==> config.mk <==
export PLATFORM = sky130hd
export DESIGN_NAME = mem_port_arbiter
export DESIGN_NICKNAME = d
export VERILOG_FILES = /design/src/rtl/mem_port_arbiter_pkg.sv /design/src/rtl/mem_port_arbiter.sv
export SDC_FILE = /design/constraint.sdc
export NUM_CORES = 1
export LEC_CHECK = 0
export ABC_AREA = 1
export CORE_MARGIN = 2
export CORE_UTILIZATION = 35
export DETAILED_ROUTE_END_ITERATION = 7
export DONT_BUFFER_PORTS = 1
export PLACE_DENSITY_LB_ADDON = 0.3
export SYNTH_ARGS = -nofsm -noshare
export SYNTH_HDL_FRONTEND = slang
export SYNTH_SLANG_ARGS = --single-unit
==> constraint.sdc <==
create_clock -name clk -period 9.86 [get_ports clk]
set_input_delay 0 -clock clk [delete_from_list [all_inputs] [get_ports clk]]
set_output_delay 0 -clock clk [all_outputs]
set_load 0.02 [all_outputs]
==> src/rtl/mem_port_arbiter_pkg.sv <==
// mem_port_arbiter_pkg
// Shared types and constants for the unified memory-port arbiter.
// arb_state_t : arbiter FSM state (IDLE -> ISSUE -> WAIT -> RESP -> IDLE)
// mem_req_t   : request captured at grant time and replayed onto the bus
// OWNER_*     : encoding of the owner register (who holds the current grant)
package mem_port_arbiter_pkg;

    typedef enum logic [1:0] {
        ARB_IDLE,
        ARB_ISSUE,
        ARB_WAIT,
        ARB_RESP
    } arb_state_t;

    // Captured request; widths are fixed at 32 bits, so AW and DW must be <= 32.
    typedef struct packed {
        logic        we;
        logic [31:0] addr;
        logic [31:0] wdata;
    } mem_req_t;

    localparam logic OWNER_IMEM = 1'b0;
    localparam logic OWNER_DMEM = 1'b1;

endpackage

==> src/rtl/mem_port_arbiter.sv <==
// mem_port_arbiter
// Shares one single-ported memory bus between instruction fetch (imem) and
// the MEM-stage data port (dmem). One transaction is in flight at a time,
// dmem wins ties, and a starvation counter forces fetch through after
// STARVE_MAX consecutive dmem grants taken while fetch was waiting.
//
// Ports:
//   clk, reset                  clock (rising edge), async active-high reset
//   imem_req/addr               fetch request, held until imem_ack
//   imem_ack/rdata              one-cycle completion pulse and fetched word
//   dmem_req/we/addr/wdata      data request, held until dmem_ack
//   dmem_ack/rdata              one-cycle completion pulse and load data
//   bus_req/we/addr/wdata       request to the memory bus
//   bus_ready                   bus accepts the request this cycle
//   bus_rvalid/rdata            bus response (read data or write completion)
//   busy                        arbiter is not idle
module mem_port_arbiter
    import mem_port_arbiter_pkg::*;
#(
    parameter int AW         = 32,
    parameter int DW         = 32,
    parameter int STARVE_MAX = 4
) (
    input  logic          clk,
    input  logic          reset,
    input  logic          imem_req,
    input  logic [AW-1:0] imem_addr,
    output logic          imem_ack,
    output logic [DW-1:0] imem_rdata,
    input  logic          dmem_req,
    input  logic          dmem_we,
    input  logic [AW-1:0] dmem_addr,
    input  logic [DW-1:0] dmem_wdata,
    output logic          dmem_ack,
    output logic [DW-1:0] dmem_rdata,
    output logic          bus_req,
    output logic          bus_we,
    output logic [AW-1:0] bus_addr,
    output logic [DW-1:0] bus_wdata,
    input  logic          bus_ready,
    input  logic          bus_rvalid,
    input  logic [DW-1:0] bus_rdata,
    output logic          busy
);

    localparam int SCW = $clog2(STARVE_MAX + 1);
    localparam logic [SCW-1:0] STARVE_LIMIT = SCW'(STARVE_MAX);

    arb_state_t     state_q, state_d;
    logic           owner_q, owner_d;
    mem_req_t       req_q, req_d;
    logic [SCW-1:0] starve_cnt_q, starve_cnt_d;
    logic [DW-1:0]  imem_rdata_q, imem_rdata_d;
    logic [DW-1:0]  dmem_rdata_q, dmem_rdata_d;
    logic           grant_imem;

    // Fetch only beats a simultaneous data request once it has been passed
    // over STARVE_MAX times in a row.
    always_comb begin
        grant_imem = imem_req && (!dmem_req || (starve_cnt_q == STARVE_LIMIT));
    end

    always_comb begin
        state_d      = state_q;
        owner_d      = owner_q;
        req_d        = req_q;
        starve_cnt_d = starve_cnt_q;
        imem_rdata_d = imem_rdata_q;
        dmem_rdata_d = dmem_rdata_q;

        case (state_q)
            ARB_IDLE: begin
                if (imem_req || dmem_req) begin
                    state_d = ARB_ISSUE;
                    if (grant_imem) begin
                        owner_d      = OWNER_IMEM;
                        req_d.we     = 1'b0;
                        req_d.addr   = 32'(imem_addr);
                        req_d.wdata  = '0;
                        starve_cnt_d = '0;
                    end else begin
                        owner_d     = OWNER_DMEM;
                        req_d.we    = dmem_we;
                        req_d.addr  = 32'(dmem_addr);
                        req_d.wdata = 32'(dmem_wdata);
                        // Count only grants that actually made fetch wait.
                        if (!imem_req) begin
                            starve_cnt_d = '0;
                        end else if (starve_cnt_q != STARVE_LIMIT) begin
                            starve_cnt_d = starve_cnt_q + 1'b1;
                        end
                    end
                end
            end
            ARB_ISSUE: begin
                if (bus_ready) begin
                    state_d = ARB_WAIT;
                end
            end
            ARB_WAIT: begin
                // Write completions leave the load-data register untouched.
                if (bus_rvalid) begin
                    state_d = ARB_RESP;
                    if (owner_q == OWNER_IMEM) begin
                        imem_rdata_d = bus_rdata;
                    end else if (!req_q.we) begin
                        dmem_rdata_d = bus_rdata;
                    end
                end
            end
            ARB_RESP: begin
                state_d = ARB_IDLE;
            end
            default: begin
                state_d = ARB_IDLE;
            end
        endcase
    end

    always_ff @(posedge clk or posedge reset) begin
        if (reset) begin
            state_q      <= ARB_IDLE;
            owner_q      <= OWNER_IMEM;
            req_q        <= '0;
            starve_cnt_q <= '0;
            imem_rdata_q <= '0;
            dmem_rdata_q <= '0;
        end else begin
            state_q      <= state_d;
            owner_q      <= owner_d;
            req_q        <= req_d;
            starve_cnt_q <= starve_cnt_d;
            imem_rdata_q <= imem_rdata_d;
            dmem_rdata_q <= dmem_rdata_d;
        end
    end

    // Bus fields come straight from the capture register, so they stay
    // stable for as long as the bus stalls the request.
    assign bus_req    = (state_q == ARB_ISSUE);
    assign bus_we     = bus_req & req_q.we;
    assign bus_addr   = req_q.addr[AW-1:0];
    assign bus_wdata  = req_q.wdata[DW-1:0];
    assign imem_ack   = (state_q == ARB_RESP) && (owner_q == OWNER_IMEM);
    assign dmem_ack   = (state_q == ARB_RESP) && (owner_q == OWNER_DMEM);
    assign imem_rdata = imem_rdata_q;
    assign dmem_rdata = dmem_rdata_q;
    assign busy       = (state_q != ARB_IDLE);

endmodule

; ---- After elaboration in Yosys (flattened, before gate mapping)
; Index checks and enable logic that the tools add are counted.
[totals]
ff_bits = 135
input_bits = 135
out_inout_bits = 133
elab_cells = 43
[classes]
addsub = 1
eq_ne = 9
n_mux = 9
n_bitwise = 3
n_reduce_logical = 13
[op_table]
columns = cell, n
row1 = two-way mux 65 bit, 1
row2 = two-way mux 3 bit, 3
row3 = AND reduction 3 bit, 3
row4 = case mux 2 bit (4 select lines), 1
row5 = two-way mux 2 bit, 3
row6 = "== test 2 bit, second input constant", 2
row7 = "!= test 2 bit, second input constant", 2
row8 = AND reduction 4 bit, 1
row9 = "adder 3 x 1 -> 3 bit, second input constant", 1
row10 = "== test 3 bit, second input constant", 1
row11 = logical AND 1 bit, 3
row12 = "!= test 3 x 1 -> 1 bit, second input constant", 1
row13 = "!= test 3 bit, second input constant", 1
row14 = "== test 2 x 1 -> 1 bit, second input constant", 1
row15 = logical NOT 2 bit, 1
row16 = logical OR 1 bit, 2
row17 = "!= test 2 x 1 -> 1 bit, second input constant", 1
row18 = inverter 1 bit, 2
row19 = AND reduction 2 bit, 1
row20 = nonzero test 2 bit, 1
row21 = bitwise AND 1 bit, 1
row22 = logical NOT 1 bit, 1
row23 = two-way mux 1 bit, 1

; ---- Logic depth before layout (Yosys ltp)
; Gate-level depths: netlist (run 1).
[logic_depth]
word_depth = 5
depth_mapped = 10
depth_no_buf = 8

; ---- Least setup slack after synthesis (run 1)
; No wires, ideal clock.
[synth_path]
path_kind = register to register
from = register state_q[0]
to = register req_q, in the netlist bus_addr[26]
setup_time_ns = 0.118
t_arrival_ns = 1.426
t_required_ns = 9.742
setup_slack_ns = 8.316
path_stages_with_launch = 10
path_buffers = 2
synth_period_minus_slack_ns = 1.544
path_cell_list = dfrtp_1 > inv_1 > ha_1 > inv_1 > a21oi_4 > inv_2 > buf_2 > buf_6 > nand2_1 > nand2_1
[synth_via]
elab_chain_len = 2
[synth_rtl]
columns = item, line
row1 = start: declaration, mem_port_arbiter.sv:49  ; arb_state_t state_q, state_d;
row2 = start signal: assignment, mem_port_arbiter.sv:129  ; state_q <= state_d;
row3 = logical NOT 2 bit, mem_port_arbiter.sv:71  ; case (state_q)
row4 = AND reduction 2 bit (no source line), n/a
row5 = end signal: assignment, mem_port_arbiter.sv:131  ; req_q <= req_d;
row6 = end: declaration, mem_port_arbiter.sv:51  ; mem_req_t req_q, req_d;
; Every way passes these cells.
; A chain may end at the register's enable or synchronous reset.

; ---- Worst setup path in the final report (run 1)
[layout_path]
from = register starve_cnt_q[0]
to = register req_q, in the netlist bus_addr[24]
[layout_via]
elab_chain_len = 4
[layout_rtl]
columns = item, line
row1 = start: declaration, mem_port_arbiter.sv:52  ; logic [SCW-1:0] starve_cnt_q, starve_cnt_d;
row2 = start signal: assignment, mem_port_arbiter.sv:132  ; starve_cnt_q <= starve_cnt_d;
row3 = == test 3 bit, mem_port_arbiter.sv:60  ; grant_imem = imem_req && (!dmem_req || (starve_cnt_q == STARVE_LIMIT));
row4 = logical OR 1 bit, mem_port_arbiter.sv:60
row5 = logical AND 1 bit, mem_port_arbiter.sv:60
row6 = two-way mux 65 bit, mem_port_arbiter.sv:75  ; if (grant_imem) begin
; Every way passes these cells.

==> flow_metrics.env, run 1 <==
export IMPL_cts_buffers_inserted=17
export IMPL_syn_area_per_cell_sq_um=8.19
export IMPL_crit_required_ps=10170
export IMPL_post_synth_xor_area_fraction_pct=0.138
export IMPL_cpMaxStageDelayCell="sky130_fd_sc_hd__dlygate4sd3_1"
export IMPL_drtIter0Drc=183
export IMPL_timing_final_crit_period_ps=2700
export IMPL_synth_compound_area_share_pct=5.73
export IMPL_cts_resized=0
export IMPL_clock_sink_count=135
export IMPL_max_cap_viol_count=0
export IMPL_die_height_um=139
export IMPL_largest_family_of_logic_cells_by_synthesized_area="simple AND/OR/NAND/NOR gates"
export IMPL_cellLeakagePower_nw=4.16
export IMPL_total_switching_power_mw=1.07
export IMPL_grt_overflow=0
export IMPL_class_of_the_tightest_hold_or_removal_check="primary input to flip-flop"
export IMPL_postSynthRegisterBits=135
export IMPL_synth_cell_types=16
export IMPL_die_w_um=139
export IMPL_grt_setup_unrepaired="false"
export IMPL_place_congestion=0.743
export IMPL_post_synth_fa_ha_maj_area_fraction_pct=1.18
export IMPL_run_status="finished, final reports clean"
export IMPL_cts_hold_buf=140
export IMPL_fin_tns_setup_ps=0
export IMPL_cts_clk_slew_worst_paths_ps=60
export IMPL_register_share_of_total_power_pct=51.0
export IMPL_worst_slew_pin_transition_ps=1000
export IMPL_first_global_vias=5420
export IMPL_viasPerCell=4.65
export IMPL_synthesis_instances=776
export IMPL_detailroute_via_count=5013
export IMPL_antenna_diode_count=0
export IMPL_dp_final_hpwl_um=10200
export IMPL_cts_setup_buffers=0
export IMPL_crit_type="flip-flop to flip-flop"
export IMPL_synth_fp_nets=917
export IMPL_endpoint_kind="flip-flop"
export IMPL_io_buffers=0
export IMPL_synth_mux_area_share_pct=0
export IMPL_max_stage_delay_ps=560
export IMPL_flow_area_growth_from_synthesis_pct=26.7
export IMPL_simple_gate_portion_of_the_synthesized_area_pct=22.5
export IMPL_initial_utilization_pct=35.5
export IMPL_htree_depth=4
export IMPL_grtUsageTotal_pct=18.0
export IMPL_postLayoutCoreUtil_pct=45.0
export IMPL_routed_wl_um=16900
export IMPL_worst_r2r_cell_count=11
export IMPL_first_pass_iters=6
export IMPL_cp_max_fo=60
export IMPL_wire_per_inst_um=15.6
export IMPL_nFillCells=1678
export IMPL_die_area_sq_um=19300
export IMPL_ys_warnings_count=0
export IMPL_fp_coreArea_sq_um=17900
export IMPL_drc_errors=0
export IMPL_grt_pass1_wl_um=27700
export IMPL_slew_limit_headroom_pct=33.0
export IMPL_mappedNetlistArea_sq_um=6360
export IMPL_fin_skew_ps=8.55
export IMPL_root_buf_cell="sky130_fd_sc_hd__clkbuf_16"
export IMPL_worstSkewPairLatency_ps=410
export IMPL_tritoncts_clock_tree="yes"
export IMPL_crit_chain="inv_1, ha_1, nand2_1, nand2_1, buf_4, nand2_2, buf_4, nand2_1, nand3_1, dlygate4sd3_1, nand2_1"
export IMPL_route_antenna_remaining_nets=0
export IMPL_finalMaxSlewViolations=0
export IMPL_power_density_nw_per_um2=316
export IMPL_cell_int_power_mw=1.47
export IMPL_crit_reg2reg_launch="starve_cnt_q[0]"
export IMPL_switching_share_pct=42.1
export IMPL_num_nets_final=977
export IMPL_p_clk_share_pct=26.4
export IMPL_critical_path_endpoint="bus_addr[24]"
export IMPL_rows=49
export IMPL_worst_ep_arrival_time_ps=3010
export IMPL_finalHoldViolations=0
export IMPL_critical_path_top_cell_by_count="sky130_fd_sc_hd__nand2_1"
export IMPL_synth_sequential_area_ratio_pct=53.1
export IMPL_maximum_number_of_pins_on_one_net_before_global_route_repair=70
export IMPL_r2r_slack_ps=7160
export IMPL_post_route_cells_drive_above_1_share_pct=5.18
export IMPL_logic_gate_share_of_total_power_pct=22.7
export IMPL_max_vdd_ir_drop_v=0.000136
export IMPL_setup_worst_path_start="starve_cnt_q[0]"
export IMPL_ioPinCount=268
export IMPL_r2r_end="bus_addr[24]"
export IMPL_maxClockFrequency_mhz=370
export IMPL_setup_viol=0
export IMPL_cp_start_kind="flip-flop"
export IMPL_layout_worst_path_cycle_share_pct=27.4
export IMPL_grt_antenna_before_repair=0
export IMPL_clock_path_buffers=2
## sequential cells by signal (all words and copies together), names as in the netlist
name          flops
req_q             1
imem_rdata       32
dmem_rdata       32
bus_wdata        32
starve_cnt_q      3
owner_q           1
bus_addr         32
state_q           2
## cells by family (layout without fill, tap and decap cells)
logic type | count (synthesis) | count (layout)
flops | 135 | 135
xor+xnor | 1 | 1
compound gates | 70 | 70
simple gates | 347 | 347
fa+ha+maj | 6 | 6
buf+inv | 217 | 290
## how the worst min path moves through the flow
| stage | start | endpoint | cells past startpoint |
|---|---|---|---|
| final | imem_req | starve_cnt_q[1] | 3 |
| after global routing | imem_req | starve_cnt_q[0] | 3 |
| after CTS | imem_req | starve_cnt_q[1] | 3 |
| after detailed placement | reset | dmem_rdata[31] | 1 |
| after global placement | reset | dmem_rdata[17] | 1 |
| after floorplan | dmem_wdata[0] | bus_wdata[0] | 2 |
## critical path: cells and delay by family, from the launching register on
kind | cells | cell delay, ps
buf+inv | 4 | 1400
flops | 1 | 380
fa+ha+maj | 1 | 180
simple gates | 6 | 610
## layout by cell type (no fill, tap or decap), drive strengths merged
cell and n:
nand3 99, clkinv 2, dfrtp 135, a21boi 1
dlygate4sd3 139, clkinvlp 4, nor2 3, a21oi 1
clkbuf 22, nand2 243, buf 6, xnor2 1
nand4 2, bufinv 3, o21ai 68, inv 114
ha 6
## layout make-up
type	count	area, sq um	area share (%)
clock buffer	22	484	6.01
clock inverter	10	143	1.77
inverter	113	429	5.33
multi-input combinational	424	1890	23.4
sequential	135	3380	41.9
tap	229	287	3.56
timing repair buffer	145	1450	18.0
## synthesized netlist by cell type
master | count | area (sq um)
sky130_fd_sc_hd__buf_2 | 10 | 50.1
sky130_fd_sc_hd__o21ai_0 | 68 | 340
sky130_fd_sc_hd__xnor2_1 | 1 | 8.76
sky130_fd_sc_hd__buf_4 | 69 | 518
sky130_fd_sc_hd__inv_2 | 2 | 7.51
sky130_fd_sc_hd__ha_1 | 6 | 75.1
sky130_fd_sc_hd__a21boi_0 | 1 | 7.51
sky130_fd_sc_hd__nand4_1 | 2 | 12.5
sky130_fd_sc_hd__dfrtp_1 | 135 | 3380
sky130_fd_sc_hd__a21oi_4 | 1 | 16.3
sky130_fd_sc_hd__buf_6 | 2 | 22.5
sky130_fd_sc_hd__nor2_1 | 3 | 11.3
sky130_fd_sc_hd__clkbuf_1 | 23 | 86.3
sky130_fd_sc_hd__nand2_1 | 243 | 912
sky130_fd_sc_hd__inv_1 | 111 | 417
sky130_fd_sc_hd__nand3_1 | 99 | 495
## through the flow
| step | hold WS (ps) | instance area [sq um] | std cells | setup WS [ps] | total power [mW] |
|---|---|---|---|---|---|
| 5_1_grt | 58.8 | 8060 | 1078 | 6980 | 2.72 |
| 4_1_cts | 3.13 | 8060 | 1078 | 7190 | 2.57 |
| 2_1_floorplan | 141 | 6360 | 776 | 6250 | 1.81 |
| 6_report | 26.6 | 8060 | 1078 | 7160 | 2.55 |
| 3_3_place_gp | -10.1 | 6020 | 906 | 7740 | 1.77 |
| 3_5_place_dp | -17.6 | 6020 | 906 | 7740 | 1.78 |
## layer usage
| metal | part of all wire, % | wire length [um] | global-route usage (%) | up-vias |
|---|---|---|---|---|
| met2 | 47 | 7990 | 29.6 | 252 |
| met3 | 10 | 1680 | 7.60 | 25 |
| met5 | 0 | 0 | 0 | - |
| met4 | 2.0 | 343 | 7.07 | 0 |
| met1 | 41 | 6850 | 20.9 | 2304 |
| li1 | - | - | - | 2432 |
## power by group through the flow
stage | Sequential (mW) | Clock (mW) | Combinational (mW)
floorplan | 1.07 | 0 | 0.740
global placement | 1.31 | 0 | 0.465
detailed placement | 1.30 | 0 | 0.485
CTS | 1.30 | 0.691 | 0.580
global route | 1.33 | 0.711 | 0.681
finish | 1.30 | 0.672 | 0.578
No activity file was read; power rests on OpenSTA's default activity.
==> inputs of run 2 (changes only) <==
==> constraint.sdc (replaced) <==
create_clock -name clk -period 2.4 [get_ports clk]
set_input_delay 0 -clock clk [delete_from_list [all_inputs] [get_ports clk]]
set_output_delay 0 -clock clk [all_outputs]
set_load 0.02 [all_outputs]
==> flow_metrics.env, run 2 (same netlist as run 1, synthesis figures left out) <==
export IMPL_run_status="finished, final reports clean"
export IMPL_first_pass_iters=4
export IMPL_slew_limit_headroom_pct=49.1
export IMPL_maximum_number_of_pins_on_one_net_before_global_route_repair=136
export IMPL_antenna_diode_count=0
export IMPL_cts_setup_buffers=0
export IMPL_drtIter0Drc=251
export IMPL_endpoint_kind="flip-flop"
export IMPL_crit_type="flip-flop to flip-flop"
export IMPL_clock_sink_count=135
export IMPL_htree_depth=4
export IMPL_layout_worst_path_cycle_share_pct=94.7
export IMPL_crit_required_ps=2740
export IMPL_layout_commonest_cell="sky130_fd_sc_hd__nand2_1"
export IMPL_num_nets_final=976
export IMPL_tritoncts_clock_tree="yes"
export IMPL_fin_tns_setup_ps=0
export IMPL_finalHoldViolations=0
export IMPL_die_height_um=139
export IMPL_grt_antenna_before_repair=0
export IMPL_holdCritStartpoint="imem_req"
export IMPL_grtUsageTotal_pct=17.5
export IMPL_worst_slew_pin_transition_ps=763
export IMPL_cp_max_fo=34
export IMPL_flow_area_growth_from_synthesis_pct=28.3
export IMPL_maxClockFrequency_mhz=440
export IMPL_worstSkewPairLatency_ps=410
export IMPL_io_buffers=0
export IMPL_cellLeakagePower_nw=4.22
export IMPL_root_buf_cell="sky130_fd_sc_hd__clkbuf_16"
export IMPL_max_cap_viol_count=0
export IMPL_grt_pass1_wl_um=27100
export IMPL_initial_utilization_pct=35.5
export IMPL_place_congestion=0.743
export IMPL_worst_ep_arrival_time_ps=2610
export IMPL_class_of_the_tightest_hold_or_removal_check="primary input to flip-flop"
export IMPL_worst_r2r_cell_count=8
export IMPL_routed_wl_um=17400
export IMPL_whs_path_depth=3
export IMPL_cp_start_kind="flip-flop"
export IMPL_cts_clk_slew_worst_paths_ps=60
export IMPL_cts_buffers_inserted=17
export IMPL_setup_viol=0
export IMPL_die_area_sq_um=19300
export IMPL_timing_final_crit_period_ps=2270
export IMPL_route_antenna_remaining_nets=0
export IMPL_fp_coreArea_sq_um=17900
export IMPL_r2r_slack_ps=130
export IMPL_place_inst=908
export IMPL_finalMaxSlewViolations=0
export IMPL_die_w_um=139
export IMPL_hold_path_end="starve_cnt_q[2]"
export IMPL_rows=49
export IMPL_max_vdd_ir_drop_v=0.000629
export IMPL_finalNonFillerCells=1076
export IMPL_drc_errors=0
export IMPL_wire_per_inst_um=16.1
export IMPL_ioPinCount=268
export IMPL_power_density_nw_per_um2=1310
export IMPL_grt_overflow=0
export IMPL_dp_final_hpwl_um=9780
export IMPL_viasPerCell=4.70
export IMPL_detailroute_via_count=5059
export IMPL_r2r_end="bus_addr[2]"
export IMPL_fin_skew_ps=8.49
export IMPL_first_global_vias=5253
export IMPL_crit_reg2reg_launch="state_q[0]"
export IMPL_final_cell_mix="sky130_fd_sc_hd__nand2_1, sky130_fd_sc_hd__dfrtp_1, sky130_fd_sc_hd__dlygate4sd3_1"
export IMPL_clock_path_buffers=2
export IMPL_post_route_cells_drive_above_1_share_pct=5.55
## run 2: cell types whose count changed in the layout (fill, tap and decap cells not counted), moves of 2 or more
cell / before / now
sky130_fd_sc_hd__buf_12: 1 / 6
sky130_fd_sc_hd__clkbuf_16: 17 / 19
sky130_fd_sc_hd__clkbuf_8: 4 / 0
sky130_fd_sc_hd__clkinv_4: 1 / 3
sky130_fd_sc_hd__bufinv_16: 3 / 5
sky130_fd_sc_hd__dlygate4sd3_1: 139 / 134
sky130_fd_sc_hd__buf_4: 5 / 1
## run 2: layout make-up
| class | instances | area (sq um) |
|---|---|---|
| clock buffers | 18 | 429 |
| flip-flops and latches | 135 | 3380 |
| clock inverters | 13 | 220 |
| inverters | 113 | 428 |
| fillers | 1677 | 9740 |
| multi-input cells | 424 | 1890 |
| repair buffers | 144 | 1530 |
| well taps | 229 | 287 |
## run 2: power by group
part,leakage (nW),internal (mW),switching (mW)
sequential,1.70,3.30,2.01
clock,0.309,1.86,1.04
combinational,2.21,1.04,1.43
total,4.22,6.20,4.48
## run 2: worst max-delay path, cell delays in order, from the launching register on
cell	delay, ps
sky130_fd_sc_hd__dfrtp_1	400
sky130_fd_sc_hd__inv_1	100
sky130_fd_sc_hd__ha_1	220
sky130_fd_sc_hd__inv_1	170
sky130_fd_sc_hd__a21oi_4	290
sky130_fd_sc_hd__buf_12	260
sky130_fd_sc_hd__nand3_1	110
sky130_fd_sc_hd__dlygate4sd3_1	580
sky130_fd_sc_hd__nand2_1	70
## run 2: metrics by stage
stage	hold slack, ps	total power [mW]	util, %	area, sq um	setup WS [ps]
finish	37.8	10.7	45.6	8160	128
global placement	144	7.34	34.0	6090	610
floorplan	141	7.43	-	6360	721
global route	48.4	11.4	45.6	8160	-13.5
CTS	6.89	10.7	45.3	8110	70.9
detailed placement	147	7.40	34.0	6090	578
## run 2: worst max path at each step
stage	startpoint	to	slack, ps	depth (start not counted)
after floorplan	reset	bus_addr[0]	720	1
after global placement	starve_cnt_q[0]	bus_addr[3]	610	9
after detailed placement	state_q[1]	bus_wdata[16]	580	8
after CTS	starve_cnt_q[0]	bus_addr[3]	70	10
after global routing	state_q[1]	bus_addr[16]	-10	8
final	state_q[0]	bus_addr[2]	130	8
## run 2: what timing repair did
item | in CTS | in global routing
setup endpoints to repair | 0 | 3
gates resized for setup | 0 | 1
hold buffers | 135 | 0
hold endpoints to repair | 269 | 0
## run 2: layer usage
layer	GRT usage (%)	vias up	routed length [um]
li1	-	2431	-
met4	5.42	0	188
met5	0	-	0
met1	20.4	2372	7120
met2	29.0	245	8270
met3	7.98	11	1790
==> inputs of run 3 (changes only) <==
--- a/config.mk
+++ b/config.mk
@@ -10,7 +10,7 @@
 export CORE_UTILIZATION = 35
 export DETAILED_ROUTE_END_ITERATION = 7
 export DONT_BUFFER_PORTS = 1
-export PLACE_DENSITY_LB_ADDON = 0.3
+export PLACE_DENSITY = 0.58
 export SYNTH_ARGS = -nofsm -noshare
 export SYNTH_HDL_FRONTEND = slang
 export SYNTH_SLANG_ARGS = --single-unit
==> flow_metrics.env, run 3 (same netlist as run 1, synthesis figures left out) <==
export IMPL_run_status="finished, final reports clean"
export IMPL_antenna_diode_count=0
export IMPL_initial_utilization_pct=35.5
export IMPL_rows=49
export IMPL_grt_overflow=0
export IMPL_die_height_um=139
export IMPL_tritoncts_clock_tree="yes"
export IMPL_route_antenna_remaining_nets=0
export IMPL_power_density_nw_per_um2=1260
export IMPL_max_cap_viol_count=0
export IMPL_htree_depth=4
export IMPL_regArea_sq_um=3380
export IMPL_viasPerCell=4.72
export IMPL_drc_errors=0
export IMPL_final_cell_mix="sky130_fd_sc_hd__nand2_1, sky130_fd_sc_hd__dlygate4sd3_1, sky130_fd_sc_hd__dfrtp_1"
export IMPL_setup_worst_path_start="state_q[0]"
export IMPL_ioPinCount=268
export IMPL_crit_required_ps=2750
export IMPL_crit_type="flip-flop to flip-flop"
export IMPL_first_pass_iters=4
export IMPL_die_area_sq_um=19300
export IMPL_wire_per_inst_um=16.0
export IMPL_r2r_slack_ps=230
export IMPL_setup_viol=0
export IMPL_drtIter0Drc=192
export IMPL_place_congestion=0.756
export IMPL_cellLeakagePower_nw=4.20
export IMPL_flow_area_growth_from_synthesis_pct=27.8
export IMPL_crit_reg2reg_launch="state_q[0]"
export IMPL_layout_worst_path_cycle_share_pct=90.4
export IMPL_fin_skew_ps=8.65
export IMPL_crit_chain="inv_1, ha_1, inv_1, a21oi_4, buf_12, nand3_1, dlygate4sd3_1, nand2_1"
export IMPL_root_buf_cell="sky130_fd_sc_hd__clkbuf_16"
export IMPL_num_nets_final=983
export IMPL_r2r_end="bus_addr[23]"
export IMPL_grtUsageTotal_pct=18.0
export IMPL_fin_tns_setup_ps=0
export IMPL_worst_ep_arrival_time_ps=2520
export IMPL_dp_final_hpwl_um=10100
export IMPL_cts_buffers_inserted=17
export IMPL_grt_antenna_before_repair=0
export IMPL_postLayoutCoreUtil_pct=45.4
export IMPL_cp_max_fo=34
export IMPL_worstSkewPairLatency_ps=410
export IMPL_endpoint_kind="flip-flop"
export IMPL_layout_commonest_cell="sky130_fd_sc_hd__nand2_1"
export IMPL_die_w_um=139
export IMPL_cts_clk_slew_worst_paths_ps=60
export IMPL_cp_start_kind="flip-flop"
export IMPL_max_vdd_ir_drop_v=0.000609
export IMPL_fp_coreArea_sq_um=17900
export IMPL_grt_setup_unrepaired="false"
export IMPL_io_buffers=0
export IMPL_clock_path_buffers=2
export IMPL_finalHoldViolations=0
export IMPL_timing_final_crit_period_ps=2170
export IMPL_detailroute_via_count=5116
export IMPL_maximum_number_of_pins_on_one_net_before_global_route_repair=77
export IMPL_multi_input_comb_area_sq_um=1890
export IMPL_worst_slew_pin_transition_ps=501
export IMPL_slew_limit_headroom_pct=66.5
export IMPL_class_of_the_tightest_hold_or_removal_check="primary input to flip-flop"
export IMPL_critical_path_top_cell_by_count="sky130_fd_sc_hd__inv_1"
export IMPL_max_stage_delay_ps=600
export IMPL_post_route_cells_drive_above_1_share_pct=6.20
export IMPL_cpMaxStageDelayCell="sky130_fd_sc_hd__dlygate4sd3_1"
export IMPL_worst_r2r_cell_count=8
export IMPL_first_global_vias=5397
export IMPL_nFillCells=1637
export IMPL_grt_pass1_wl_um=27800
export IMPL_routed_wl_um=17300
export IMPL_maxClockFrequency_mhz=461
export IMPL_finalMaxSlewViolations=0
export IMPL_critical_path_endpoint="bus_addr[23]"
export IMPL_clock_sink_count=135
run 3: changes by cell type in the layout (fill, tap and decap cells not counted), sizes merged:
cell	change
clkinvlp	+3
buf	+5
inv	-1
clkinv	+3
dlygate4sd3	+3
bufinv	-5
run 3: per-layer routing:
metal | part of all wire, % | track usage, % | up-vias
met5 | 0 | 0 | -
met4 | 1.9 | 6.22 | 0
met3 | 9.7 | 7.08 | 26
met2 | 48 | 30.2 | 249
met1 | 40 | 21.1 | 2392
li1 | - | - | 2449
run 3: area by class of cell:
cell class                      instances  area share (%)
Tap cell                              229            3.53
Sequential cell                       135            41.6
Clock inverter                         13            1.23
Inverter                              113            5.27
Timing Repair Buffer                  151            19.6
Clock buffer                           19            5.57
Multi-Input combinational cell        424            23.2
run 3: power breakdown:
group / switching [mW] / internal, mW
Combinational: 1.43 / 1.07
Sequential: 2.00 / 3.30
Clock: 1.04 / 1.38
run 3: metrics by stage:
stage	std cells	hold slack, ps	area [sq um]	setup slack [ps]	power [mW]
floorplan	776	141	6360	721	7.43
global placement	911	19.8	6140	530	7.35
detailed placement	911	13.4	6140	471	7.41
CTS	1081	12.3	8090	133	10.2
global route	1084	38.0	8130	95.9	11.0
finish	1084	38.9	8130	230	10.2
run 3: repair_timing:
item	4_1_cts	5_1_grt
setup buffers	0	2
endpoints found under the setup margin	0	7
hold buffers	138	0
endpoints found under the hold margin	269	0
gates resized for setup	0	0
run 3: critical path: cells and delay by family, from the launching register on:
family,cells,cell delay [ps]
buffers and inverters,4,1120
adders and majority gates,1,210
DFF,1,400
and+or+nand+nor,2,170
AOI/OAI and AO/OA,1,200
run 3: worst min-delay path by stage:
stage | startpoint | endpoint | depth (start not counted) | slack, ps
after floorplan | dmem_wdata[0] | bus_wdata[0] | 2 | 140
after global placement | reset | imem_rdata[10] | 2 | 20
after detailed placement | reset | imem_rdata[10] | 2 | 10
after CTS | imem_req | bus_wdata[10] | 4 | 10
after global routing | imem_req | bus_wdata[31] | 4 | 40
final | imem_req | bus_wdata[31] | 4 | 40
